--- config.mk ---
export PLATFORM = sky130hd
export DESIGN_NAME = acc_unit
export DESIGN_NICKNAME = d
export VERILOG_FILES = /design/src/rtl/acc_unit.sv
export SDC_FILE = /design/constraint.sdc
export NUM_CORES = 1
export LEC_CHECK = 0
export BUFFER_PORTS_ARGS = -buffer_cell sky130_fd_sc_hd__buf_2
export CAP_MARGIN = 20
export CORE_MARGIN = 2
export CORE_UTILIZATION = 40
export DETAILED_ROUTE_END_ITERATION = 6
export GPL_TIMING_DRIVEN = 0
export PLACE_DENSITY_LB_ADDON = 0.08
export SYNTH_ARGS = -nofsm -noshare
export SYNTH_HDL_FRONTEND = slang
export SYNTH_SLANG_ARGS = --single-unit
--- constraint.sdc ---
create_clock -name clk -period 5.98 [get_ports clk]
set_clock_uncertainty 0.2 [all_clocks]
set_input_delay 0.598 -clock clk [delete_from_list [all_inputs] [get_ports clk]]
set_output_delay 0.598 -clock clk [all_outputs]
set_load 0.01 [all_outputs]
--- src/rtl/acc_unit.sv ---
// acc_unit: 8-bit accumulator / operand-register stage around add8b.
// Subtraction runs as two adder passes: negate B, then add to A.
module add8b (
    input  logic [7:0] x,
    input  logic [7:0] y,
    output logic [7:0] s,
    output logic       c_out
);
    logic [8:0] cy;

    assign cy[0] = 1'b0;

    for (genvar i = 0; i < 8; i++) begin : g_fa
        assign s[i]    = x[i] ^ y[i] ^ cy[i];
        assign cy[i+1] = (x[i] & y[i]) | (cy[i] & (x[i] ^ y[i]));
    end

    assign c_out = cy[8];
endmodule

module acc_unit #(
    parameter logic [7:0] ACC_RST = 8'h00,
    parameter logic [7:0] B_RST   = 8'h00
) (
    input  logic       clk,
    input  logic       rst_n,
    input  logic       op_valid,
    output logic       op_ready,
    input  logic [2:0] op,
    input  logic [7:0] din,
    output logic [7:0] acc,
    output logic [7:0] b_out,
    output logic       carry,
    output logic       zero,
    output logic       done
);
    typedef enum logic [1:0] {
        IDLE,
        ADD1,
        NEG,
        SUB2
    } state_t;

    state_t     state;
    logic [7:0] t;
    logic       c1;
    logic [7:0] x;
    logic [7:0] y;
    logic [7:0] s;
    logic       c_out;
    logic       is_lda;
    logic       is_ldb;
    logic       is_add;
    logic       is_sub;
    logic       is_clr;

    add8b u_add (
        .x     (x),
        .y     (y),
        .s     (s),
        .c_out (c_out)
    );

    assign op_ready = (state == IDLE);

    assign is_lda = (op == 3'b001);
    assign is_ldb = (op == 3'b010);
    assign is_add = (op == 3'b011);
    assign is_sub = (op == 3'b100);
    assign is_clr = (op == 3'b101);

    // Two's-complement negate of B on the NEG pass, A + (-B) on SUB2.
    always_comb begin
        x = acc;
        y = b_out;
        case (state)
            NEG: begin
                x = ~b_out;
                y = 8'h01;
            end
            SUB2: y = t;
            default: ;
        endcase
    end

    always_ff @(posedge clk or negedge rst_n) begin
        if (!rst_n) begin
            state <= IDLE;
            acc   <= ACC_RST;
            b_out <= B_RST;
            carry <= 1'b0;
            zero  <= (ACC_RST == 8'h00);
            done  <= 1'b0;
            t     <= 8'h00;
            c1    <= 1'b0;
        end else begin
            done <= 1'b0;
            case (state)
                IDLE: begin
                    if (op_valid) begin
                        unique case (1'b1)
                            is_lda: begin
                                acc  <= din;
                                zero <= (din == 8'h00);
                                done <= 1'b1;
                            end
                            is_ldb: begin
                                b_out <= din;
                                done  <= 1'b1;
                            end
                            is_clr: begin
                                acc   <= 8'h00;
                                carry <= 1'b0;
                                zero  <= 1'b1;
                                done  <= 1'b1;
                            end
                            is_add: state <= ADD1;
                            is_sub: state <= NEG;
                            default: done <= 1'b1;
                        endcase
                    end
                end
                ADD1: begin
                    acc   <= s;
                    carry <= c_out;
                    zero  <= (s == 8'h00);
                    done  <= 1'b1;
                    state <= IDLE;
                end
                NEG: begin
                    t     <= s;
                    c1    <= c_out;
                    state <= SUB2;
                end
                SUB2: begin
                    // c1 covers B==0, where -B wraps to 0 with a carry.
                    acc   <= s;
                    carry <= c_out | c1;
                    zero  <= (s == 8'h00);
                    done  <= 1'b1;
                    state <= IDLE;
                end
                default: state <= IDLE;
            endcase
        end
    end
endmodule

==> Word-level counts from Yosys, hierarchy flattened <==
Cells that the tools add are included.
{ "op_classes": {"n_addsub": 0, "mul": 0, "div": 0, "n_lt_le_gt_ge": 0, "eq_ne": 12, "shifts": 0, "n_mux": 17, "n_bitwise": 39, "n_reduce_logical": 11} }
{ "ops": {"columns": ["operator", "count"], "rows": [
  ["$pmux 8 s2", 3],
  ["$logic_not 8->1", 2],
  ["$mux 8", 2],
  ["$and 1x1->1", 15],
  ["$xor 1x1->1", 15],
  ["$reduce_and 3->1", 3],
  ["$not 8->8", 1],
  ["$or 1x1->1", 8],
  ["$eq 3x2->1 const B", 2],
  ["$eq 3x3->1 const B", 2],
  ["$ne 3x1->1 const B", 2],
  ["$pmux 1 s2", 3],
  ["$pmux 2 s3", 1],
  ["$mux 1", 5],
  ["$eq 2x2->1 const B", 2],
  ["$pmux 2 s2", 1],
  ["$reduce_or 2->1", 2],
  ["$eq 3x1->1 const B", 1],
  ["$pmux 1 s3", 1],
  ["$reduce_bool 3->1", 1],
  ["$eq 2x1->1 const B", 1],
  ["$logic_not 2->1", 1],
  ["$mux 2", 1],
  ["$ne 2x1->1 const B", 1],
  ["3 further kinds", 3]
]} }
{ "totals": {"reg_bits": 30, "latchBits": 0, "ram_bits": 0, "mem_bits_ro": 0, "input_bits": 14, "out_inout_bits": 20, "elab_cells": 87, "n_memories": 0} }

==> Logic depth before layout (Yosys ltp) <==
{ "logic_depth": {"ltp_word": 19, "mapped_depth": 20, "ltp_nobuf": 18} }

==> By module <==
From an unflattened synthesis, not the netlist that was laid out.
{ "unflattened": {"cells_unflattened": 145, "hier_area_um2": 1651.6} }
{ "modules_own_cells": {"columns": ["mod", "instances", "cells_each", "area_per_inst_um2", "seq_area_each_um2"], "rows": [
  ["acc_unit", 1, 127, 1461.4, 752.0],
  ["add8b", 1, 18, 190.2, 0.0]
]} }

==> Worst setup path before layout <==
No wires, ideal clock.
{ "synth_path": {"kind": "reg2reg", "start": "register state[0]", "end": "register acc[7]", "arrival_ns": 4.015, "t_required_ns": 5.654, "slack_ns": 1.639, "path_stages_with_launch": 19, "path_buffers": 2, "period_less_slack_ns": 4.341, "cell_sequence": "dfrtp_1 -> nand2b_1 -> buf_2 -> buf_2 -> o21ai_0 -> ha_1 -> fa_1 -> inv_1 -> fa_1 -> fa_1 -> fa_1 -> inv_1 -> fa_1 -> inv_1 -> fa_1 -> inv_1 -> fa_1 -> and2_1 -> a221o_1"} }
{ "synth_between": {"elab_chain_len": 17, "word_cells_on_any_way": 39, "cone_classes": "5 x eq/ne; 3 x mux; 27 x bitwise; 4 x reduce/logical"} }
{ "synth_lines": {"columns": ["item", "line_no", "source"], "rows": [
  ["from (decl)", "44", "state_t state;"],
  ["from (signal assigned)", "88", "state <= IDLE;"],
  ["from (signal assigned)", "117", "is_add: state <= ADD1;"],
  ["from (signal assigned)", "118", "is_sub: state <= NEG;"],
  ["$eq 2x2->1", "76", "case (state)"],
  ["$pmux 8 s2 or $mux 8 (tied branches)", "76", null],
  ["$and 1x1->1 or $xor 1x1->1 (tied branches)", "15", "assign cy[i+1] = (x[i] & y[i]) | (cy[i] & (x[i] ^ y[i]));"],
  ["$and 1x1->1", "15", null],
  ["$or 1x1->1", "15", null],
  ["$and 1x1->1", "15", null],
  ["$or 1x1->1", "15", null],
  ["$and 1x1->1", "15", null],
  ["[2 not listed]", null, null],
  ["$or 1x1->1", "15", null],
  ["$and 1x1->1", "15", null],
  ["$or 1x1->1", "15", null],
  ["$and 1x1->1", "15", null],
  ["$or 1x1->1", "15", null],
  ["$xor 1x1->1 (*)", "14", "assign s[i] = x[i] ^ y[i] ^ cy[i];"],
  ["net s[7]", "49", "logic [7:0] s;"],
  ["$pmux 8 s2 (*)", "98", "case (state)"],
  ["to (signal assigned)", "103", "acc <= din;"],
  ["to (signal assigned)", "124", "acc <= s;"],
  ["to (signal assigned)", "137", "acc <= s;"],
  ["to (decl)", "31", "output logic [7:0] acc,"]
]} }
The timed path passes the listed nets; every way through them passes the cells marked *.
A chain may end at the register's enable or synchronous reset.

==> Worst setup path after layout <==
{ "layout_path": {"start": "register state[0]", "end": "register zero"} }
{ "layout_between": {"elab_chain_len": 18, "word_cells_on_any_way": 47, "cone_classes": "5 x eq/ne; 3 x mux; 34 x bitwise; 5 x reduce/logical"} }
{ "layout_lines": {"columns": ["item", "line_no", "source"], "rows": [
  ["$eq 2x2->1", "76", null],
  ["$pmux 8 s2 or $mux 8 (tied branches)", "76", null],
  ["$and 1x1->1 or $xor 1x1->1 (tied branches)", "15", null],
  ["$and 1x1->1", "15", null],
  ["$or 1x1->1", "15", null],
  ["$and 1x1->1", "15", null],
  ["$or 1x1->1", "15", null],
  ["$and 1x1->1", "15", null],
  ["[3 not listed]", null, null],
  ["$and 1x1->1", "15", null],
  ["$or 1x1->1", "15", null],
  ["$and 1x1->1", "15", null],
  ["$or 1x1->1", "15", null],
  ["$xor 1x1->1 (*)", "14", null],
  ["net s[7]", "49", null],
  ["$logic_not 8->1 (*)", "126, 139", null],
  ["$pmux 1 s2 (*)", "98", null],
  ["to (signal assigned)", "104", "zero <= (din == 8'h00);"],
  ["to (signal assigned)", "126", "zero <= (s == 8'h00);"],
  ["to (signal assigned)", "139", "zero <= (s == 8'h00);"],
  ["to (decl)", "34", "output logic zero,"]
]} }
Marks and branches as above.

==> results.sh <==
export IMPL_die_area_um2=4680
export IMPL_path_clk_slew_ns=0.07
export IMPL_portBuffers=33
export IMPL_synth_cells=154
export IMPL_gp_congestion=0.798
export IMPL_end_kind="register"
export IMPL_sw_frac_of_total_pct=41.3
export IMPL_rows=23
export IMPL_fin_hold_ws_ns=0.148
export IMPL_period_share_pct=79.3
export IMPL_wl_um=3980
export IMPL_max_slew_margin_pct=55.5
export IMPL_vias=1320
export IMPL_cts_htree_levels=2
export IMPL_ctsLongestPathBuffers=2
export IMPL_avgSynthCellArea_um2=10.8
export IMPL_status="finished clean"
export IMPL_diodes=0
export IMPL_ys_async_sr_fraction_pct=100
export IMPL_final_cell_mix="buf_2, dfrtp_1, o21ai_0, nor2_1, mux2_2"
export IMPL_syn_num_nets=176
export IMPL_clock_sinks=30
export IMPL_final_max_slew_viol_count=0
export IMPL_synth_edf_count=0
export IMPL_clkPwrFrac_pct=15.6
export IMPL_fin_area_um2=1990
export IMPL_layout_nets=216
export IMPL_ir_drop_mv=0.252
export IMPL_ff2ff_path_depth=19
export IMPL_post_cts_buffers=0
export IMPL_yosys_cell_types_count=32
export IMPL_first_pass_iters=5
export IMPL_cts_resized=0
export IMPL_die_w_um=68.4
export IMPL_rsz0062_at_grt="false"
export IMPL_ys_seq_elements=30
export IMPL_synthToLayoutAreaGrowth_pct=20.3
export IMPL_p_sw_mw=0.530
export IMPL_antenna_found_initial=0
export IMPL_grt_ovfl_total=0
export IMPL_layout_drive_gt1_share_pct=32.3
export IMPL_synth_top_flop_cell="dfrtp_1"
export IMPL_intPower_mw=0.752
export IMPL_avgRoutedWirePerCell_um=16.3
export IMPL_setup_viol=0
export IMPL_cp_arrival_ns=4.72
export IMPL_min_period_ns=4.74
export IMPL_p_comb_share_pct=55.4
export IMPL_ios=34
export IMPL_start_util_pct=41.4
export IMPL_hold_viol=0
export IMPL_critPathKind="reg -> reg"
export IMPL_yosysSeqAreaShare_pct=45.4
export IMPL_cp_max_fo=10
export IMPL_max_freq_mhz=211
export IMPL_cts_hold_buf=0
export IMPL_setup_tns_ns=0
export IMPL_dieHeight_um=68.4
export IMPL_synth_area_leaders="dfrtp_1, mux2_2, fa_1"
export IMPL_powerDensity_nw_per_um2=643
export IMPL_reg2reg_from="state[0]"
export IMPL_yosysWarnings=0
export IMPL_dpl_hpwl_um=2830
export IMPL_cts_inserted_buffers=5
export IMPL_dpl_instance_area_um2=1890
export IMPL_track_usage_pct=19.4
export IMPL_antenna_left=0
export IMPL_root_buffer="clkbuf_8"
export IMPL_leakage_nw=0.953
export IMPL_drt_iter0_markers=49
export IMPL_coreArea_um2=4000
export IMPL_maxCapViolations=0
export IMPL_layout_commonest_cell="buf_2"
export IMPL_r2r_end="zero"
export IMPL_grt_first_pass_wirelength_um=6590
export IMPL_cts_tree="yes"
export IMPL_via_per_inst=5.39
export IMPL_worstMarginPinSlew_ns=0.667
export IMPL_hp_class="in -> async"
export IMPL_cp_data_required_time_ns=5.96
export IMPL_grt_pass1_vias=1321
export IMPL_synth_area_um2=1660
export IMPL_synth_top_cell_by_area="dfrtp_1"
export IMPL_critPathLaunchType="register"
export IMPL_clock_latency_ns=0.28
export IMPL_grt_max_degree=31
export IMPL_synth_top_area_share_pct=43.8
export IMPL_drc=0
export IMPL_rrSetupSlack_ns=1.24
export IMPL_seq_power_share_pct=29.0
## power groups by stage
stage	sequential, mW	combinational, mW	clock (mW)
after floorplan	0.393	0.473	0
after detailed placement	0.376	0.716	0
after global routing	0.386	0.803	0.218
after CTS	0.373	0.718	0.206
after global placement	0.371	0.704	0
final	0.372	0.710	0.200
## flip-flops by register name, indices dropped and copies added, names as in the netlist
signal / cells
state: 2
t: 8
done: 1
c1: 1
b_out: 8
carry: 1
zero: 1
acc: 8
## critical path, cell delays in order, from the launching register on
cell and delay, ns:
dfrtp_1 0.45, nand2b_1 0.18, buf_2 0.20, buf_2 0.21, o21ai_0 0.17, ha_1 0.19
fa_1 0.16, inv_1 0.05, fa_1 0.40, fa_1 0.39, fa_1 0.36, inv_1 0.07
fa_1 0.16, inv_1 0.05, fa_1 0.35, inv_1 0.08, fa_1 0.45, nor2_1 0.14
a41oi_1 0.15, a221oi_1 0.24
## Yosys cell counts, types with 2 or more instances
master / count
a21oi_1: 10
nand2_1: 11
nor2_1: 13
nor4_1: 2
buf_2: 3
clkbuf_1: 3
a221o_1: 8
and2_1: 4
fa_1: 7
dfrtp_1: 29
a31oi_1: 2
mux2_2: 13
o21ai_0: 14
inv_1: 11
buf_6: 2
nor2b_1: 6
## area by class of cell
type                            count  area, µm²
Buffer                              8       48.8
Clock buffer                        5       68.8
Clock inverter                      3       40.0
Fill cell                         383       2010
Inverter                           11       41.3
Multi-Input combinational cell    105        816
Sequential cell                    30        752
Tap cell                           50       62.6
Timing Repair Buffer               33        165
## worst max path at each step
stage / from / end / slack (ns)
after floorplan: state[0] / acc[7] / 1.64
after global routing: state[0] / zero / 0.97
final: state[0] / zero / 1.24
after CTS: state[0] / zero / 1.25
after detailed placement: state[0] / zero / 1.26
after global placement: state[0] / zero / 1.29
## routing by layer
layer	GRT usage, %	vias to the layer above	share of wire [%]	wire length (µm)
li1	-	627	-	-
met1	26.6	661	47	1860
met2	30.6	28	49	1940
met3	3.45	4	3.8	152
met4	6.75	0	0.68	27
met5	0	-	0	0
## logic make-up after synthesis
| kind of cell | after synthesis | share of synthesized area, % |
|---|---|---|
| compound gates | 39 | 15.5 |
| fa+ha+maj | 8 | 9.21 |
| buf+inv | 19 | 5.43 |
| flops | 30 | 45.4 |
| mux | 13 | 8.83 |
| simple gates | 45 | 15.6 |
## stage by stage
step / total power [mW] / util [%] / instances / setup WS, ns
after floorplan: 0.867 / - / 154 / 1.64
after global placement: 1.08 / 47.1 / 237 / 1.29
after detailed placement: 1.09 / 47.1 / 237 / 1.26
after CTS: 1.30 / 49.9 / 245 / 1.25
after global routing: 1.41 / 49.9 / 245 / 0.967
final: 1.28 / 49.9 / 245 / 1.24
Note: power is estimated with default switching activity, not from simulation.
